File: src/rtl/t06_scan_pkg.sv
// Shared types and default colours for the grid raster scanner.
package t06_scan_pkg;

  localparam logic [1:0] ST_IDLE  = 2'd0;
  localparam logic [1:0] ST_SCAN  = 2'd1;
  localparam logic [1:0] ST_DRAIN = 2'd2;
  localparam logic [1:0] ST_DONE  = 2'd3;

  typedef enum logic [1:0] {
    IDLE  = ST_IDLE,
    SCAN  = ST_SCAN,
    DRAIN = ST_DRAIN,
    DONE  = ST_DONE
  } state_t;

  typedef enum logic [1:0] {BG, APPLE, BODY, HEAD} pixel_class_t;

  localparam logic [15:0] DEF_COLOR_BG    = 16'h0000;
  localparam logic [15:0] DEF_COLOR_BODY  = 16'h07E0;
  localparam logic [15:0] DEF_COLOR_HEAD  = 16'hFFE0;
  localparam logic [15:0] DEF_COLOR_APPLE = 16'hF800;
  localparam logic [15:0] DEF_COLOR_DEAD  = 16'hF81F;

endpackage

File: src/rtl/t06_coord_counter.sv
// Raster x/y counter; parks on the last cell until cleared.
module t06_coord_counter #(
  parameter int unsigned GRID_W = 16,
  parameter int unsigned GRID_H = 16
) (
  input  logic       clk,
  input  logic       rst,
  input  logic       clear,
  input  logic       en,
  output logic [3:0] x,
  output logic [3:0] y,
  output logic       last
);

  assign last = (x == 4'(GRID_W - 1)) && (y == 4'(GRID_H - 1));

  always_ff @(posedge clk or posedge rst) begin
    if (rst) begin
      x <= '0;
      y <= '0;
    end else if (clear) begin
      x <= '0;
      y <= '0;
    end else if (en && !last) begin
      if (x == 4'(GRID_W - 1)) begin
        x <= '0;
        y <= y + 4'd1;
      end else begin
        x <= x + 4'd1;
      end
    end
  end

endmodule

File: src/rtl/t06_grid_scanner.sv
// Walks the play grid, classifies each cell from the wrapper hits and
// streams one colour per cell through a single-entry valid/ready register.
module t06_grid_scanner
  import t06_scan_pkg::*;
#(
  parameter int unsigned GRID_W      = 16,
  parameter int unsigned GRID_H      = 16,
  parameter logic [15:0] COLOR_BG    = DEF_COLOR_BG,
  parameter logic [15:0] COLOR_BODY  = DEF_COLOR_BODY,
  parameter logic [15:0] COLOR_HEAD  = DEF_COLOR_HEAD,
  parameter logic [15:0] COLOR_APPLE = DEF_COLOR_APPLE,
  parameter logic [15:0] COLOR_DEAD  = DEF_COLOR_DEAD
) (
  input  logic        system_clk,
  input  logic        reset,
  input  logic        start,
  input  logic        game_over,
  input  logic        body,
  input  logic        head,
  input  logic        apple,
  output logic [3:0]  x,
  output logic [3:0]  y,
  output logic        out_valid,
  input  logic        out_ready,
  output logic [3:0]  out_x,
  output logic [3:0]  out_y,
  output logic [15:0] out_color,
  output logic        busy,
  output logic        frame_done
);

  state_t       state;
  pixel_class_t cls;
  logic [15:0]  color;
  logic         adv;
  logic         xfer;
  logic         last;
  logic         clear;

  assign xfer  = out_valid & out_ready;
  assign adv   = (state == SCAN) & (~out_valid | out_ready);
  assign clear = (state == IDLE) & start;

  assign busy       = (state != IDLE);
  assign frame_done = (state == DONE);

  // The counter only steps on adv, so a stalled pixel keeps the wrapper query stable.
  t06_coord_counter #(
    .GRID_W (GRID_W),
    .GRID_H (GRID_H)
  ) u_coord (
    .clk   (system_clk),
    .rst   (reset),
    .clear (clear),
    .en    (adv),
    .x     (x),
    .y     (y),
    .last  (last)
  );

  always_comb begin
    cls = BG;
    if (head)       cls = HEAD;
    else if (body)  cls = BODY;
    else if (apple) cls = APPLE;
  end

  always_comb begin
    color = COLOR_BG;
    case (cls)
      HEAD:    color = game_over ? COLOR_DEAD : COLOR_HEAD;
      BODY:    color = game_over ? COLOR_DEAD : COLOR_BODY;
      APPLE:   color = COLOR_APPLE;
      default: color = COLOR_BG;
    endcase
  end

  always_ff @(posedge system_clk or posedge reset) begin
    if (reset) begin
      state <= IDLE;
    end else begin
      case (state)
        IDLE:    if (start) state <= SCAN;
        SCAN:    if (adv && last) state <= DRAIN;
        DRAIN:   if (xfer) state <= DONE;
        DONE:    state <= IDLE;
        default: state <= IDLE;
      endcase
    end
  end

  always_ff @(posedge system_clk or posedge reset) begin
    if (reset) begin
      out_valid <= 1'b0;
      out_x     <= '0;
      out_y     <= '0;
      out_color <= '0;
    end else if (adv) begin
      out_valid <= 1'b1;
      out_x     <= x;
      out_y     <= y;
      out_color <= color;
    end else if (xfer) begin
      out_valid <= 1'b0;
    end
  end

endmodule

File: config.mk
export PLATFORM = sky130hd
export DESIGN_NAME = t06_grid_scanner
export DESIGN_NICKNAME = d
export VERILOG_FILES = /design/src/rtl/t06_scan_pkg.sv /design/src/rtl/t06_coord_counter.sv /design/src/rtl/t06_grid_scanner.sv
export SDC_FILE = /design/constraint.sdc
export NUM_CORES = 1
export LEC_CHECK = 0
export CAP_MARGIN = 20
export CORE_MARGIN = 2
export CORE_UTILIZATION = 30
export CTS_CLUSTER_SIZE = 20
export DETAILED_ROUTE_END_ITERATION = 8
export PLACE_DENSITY = 0.53
export SLEW_MARGIN = 15
export SYNTH_ARGS = -nofsm -noshare
export SYNTH_HDL_FRONTEND = slang
export SYNTH_SLANG_ARGS = --single-unit
File: constraint.sdc
create_clock -name system_clk -period 3.4 [get_ports system_clk]
set_clock_uncertainty 0.2 [all_clocks]
set_input_delay 0.51 -clock system_clk [delete_from_list [all_inputs] [get_ports system_clk]]
set_output_delay 0.51 -clock system_clk [all_outputs]
set_load 0.02 [all_outputs]
==> metrics.cfg <==
[min_path]
hp-class = flop to flop

[critical_path]
crit_required_ns = 2.69
cp_max_fo = 4
crit_path_end_kind = output pin
worstPathArrival_ns = 1.62
path_class = flop to output pin
start_kind = flop

[floorplanning]
die_h_um = 68.03
io_pins = 43
rows = 23
dieArea_mm2 = 0.004628
initial_core_util_pct = 30.97
core_area_mm2 = 0.003971
die_x_um = 68.03

[pwr]
leakagePower_nw = 0.6918
power_frac_clock_pct = 14.2
cellPowerDensity_mw_per_mm2 = 673.0
total_switching_power_mw = 0.4167
p_seq_share_pct = 39.3
internal_power_mw = 0.6889
vdd_drop_max_mv = 0.1855
swShare_pct = 37.69
p_comb_share_pct = 46.5

[clock_network]
htree_levels = 1
cts-root-buf = clkbuf_8
clk_pin_slew_ns = 0.08
cts_buffer_depth = 2
numCtsBuffers = 3
insertion_delay_ns = 0.26
cts_tree = yes
cts_hold_buffers = 0
clock-sinks = 22
cts_resized = 0
postCtsSetupBuffers = 0

[yosys]
netlist_area_mm2 = 0.001230
ys_top_cells_by_area = dfrtp_1, buf_4, mux2_2
synth_top_area_share_pct = 44.76
yosysSeqAreaShare_pct = 44.76
postSynthCellCount = 111
ys_types = 39
ys_warn_count = 0
synth_fp_nets = 126
synth-seq-cells = 22
synth-edff-count = 0
synth_top_area_cell = dfrtp_1
avgSynthCellArea_um2 = 11.08
ys.flop_type = dfrtp_1
synthArstFlopShare_pct = 100.0

[route]
vias_per_cell = 4.716
vias = 896
drtAntennaViolNets = 0
drt_iter0_markers = 23
dr.pass1.iters = 2
drc = 0
wl_per_cell_um = 12.11
wirelength_mm = 2.301

[sta]
worstMarginPinSlew_ns = 0.8405
setup-tns-final_ns = 0
slew_headroom_pct = 43.91
drv_slew = 0
setup_viol = 0
timing.fmax_mhz = 428.7
min_period_ns = 2.333
setup_ws_ns = 1.067
layout_worst_path_cycle_share_pct = 68.61
rsz0062_at_grt = false
hold_viol_final = 0

[global_routing]
grt_pass1_vias = 811
grt_pass1_wl_mm = 3.698
grt_max_degree = 23
antenna_found_initial = 0
grt-ovfl-total = 0
grt_util_all_layers_pct = 10.75

[cells_and_area]
final_layout_size_suffix_gt1_share_pct = 15.71
final_cells = 190
antenna_cells = 0
syn2layout_area_growth_pct = 33.57
nFillCells = 382
finalNetCount = 157

[run]
cap_violations = 0

[placement]
globalplace.congestion = 0.7424
place_ws_ns = 1.137
dp_hpwl_mm = 1.720
port_buffers = 42
placedCellCount = 187

[status]
status = finished clean

## cell type report
cell class,count,area [um^2],share of cell area (%)
flip-flops and latches,22,550.5,33.51
multi-input cells,68,549.3,33.43
repair buffers,42,420.4,25.59
well taps,50,62.56,3.808
clock buffers,3,41.29,2.513
inverters,5,18.77,1.142
## placed cells by master (no fill, tap or decap), types with 2 or more instances in the layout
| cell type | Yosys | layout |
|---|---|---|
| a211oi_1 | 2 | 2 |
| nand3_2 | 2 | 2 |
| nor3_1 | 3 | 3 |
| nor2_1 | 7 | 7 |
| clkdlybuf4s50_1 | 0 | 42 |
| dfrtp_1 | 22 | 22 |
| clkbuf_8 | 0 | 3 |
| mux2i_1 | 2 | 2 |
| mux2_2 | 8 | 8 |
| a31oi_1 | 2 | 2 |
| nand2_1 | 7 | 7 |
| o21ai_0 | 4 | 4 |
| ha_1 | 7 | 7 |
| inv_1 | 5 | 5 |
## metrics by stage
stage	total power, mW	utilization, %	hold WS [ns]	cell area [um^2]
finish	1.106	41.37	0.3092	1643
global route	1.188	41.37	0.3261	1643
CTS	1.123	41.37	0.3129	1643
detailed placement	0.9628	40.33	0.2946	1602
global placement	0.9601	40.33	0.2943	1602
floorplan	0.7365	-	0.2992	1230
## worst paths after layout
path	slack (ns)	cells past startpoint	endpoint	from
setup reg to reg	1.43	5	u_coord.y[3]	state[1]
setup / recovery	1.07	4	busy	state[1]
min in group asynchronous	0.52	2	out_y[3]	reset
hold / removal	0.31	1	out_x[0]	out_x[0]
max in group asynchronous	1.96	2	u_coord.x[3]	reset
hold reg to reg	0.31	1	out_x[0]	out_x[0]
## cells by family after synthesis
kind of cell | after synthesis | share of synthesized area [%]
mux | 11 | 10.17
xor+xnor | 1 | 0.7122
buf+inv | 21 | 10.58
flops | 22 | 44.76
simple gates | 34 | 16.89
compound gates | 15 | 9.766
fa+ha+maj | 7 | 7.121
## synth_stat cells (2+ instances only)
| library cell | count |
|---|---|
| mux2_2 | 8 |
| inv_1 | 5 |
| nor2_1 | 7 |
| dfrtp_1 | 22 |
| o21ai_0 | 4 |
| a211oi_1 | 2 |
| buf_2 | 2 |
| buf_4 | 13 |
| ha_1 | 7 |
| nor3_1 | 3 |
| a31oi_1 | 2 |
| nand2_1 | 7 |
| nand3_2 | 2 |
| mux2i_1 | 2 |
## routing by layer
layer	up-vias	track usage (%)	wire [um]
met3	4	2.138	152
li1	434	-	-
met1	425	12.77	1018
met2	33	18.81	1097
met5	-	0	0
met4	0	4.500	32
## state kept, by name, indices dropped and copies added, names as in the netlist
register,count
out_x,4
state,2
out_color,3
u_coord.x,4
out_valid,1
u_coord.y,4
out_y,4
## power groups by stage
stage | logic [mW] | clock network [mW] | registers, mW
after floorplan | 0.207 | 0 | 0.530
after global placement | 0.520 | 0 | 0.440
after detailed placement | 0.520 | 0 | 0.442
after CTS | 0.521 | 0.165 | 0.437
after global routing | 0.562 | 0.172 | 0.454
final | 0.514 | 0.157 | 0.434
## critical path, cell delays in order, from the launching register on
cell             delay [ns]
dfrtp_1                0.41
inv_1                  0.10
ha_1                   0.21
inv_1                  0.06
clkdlybuf4s50_1        0.59
Power figures use the tool's default switching activity.
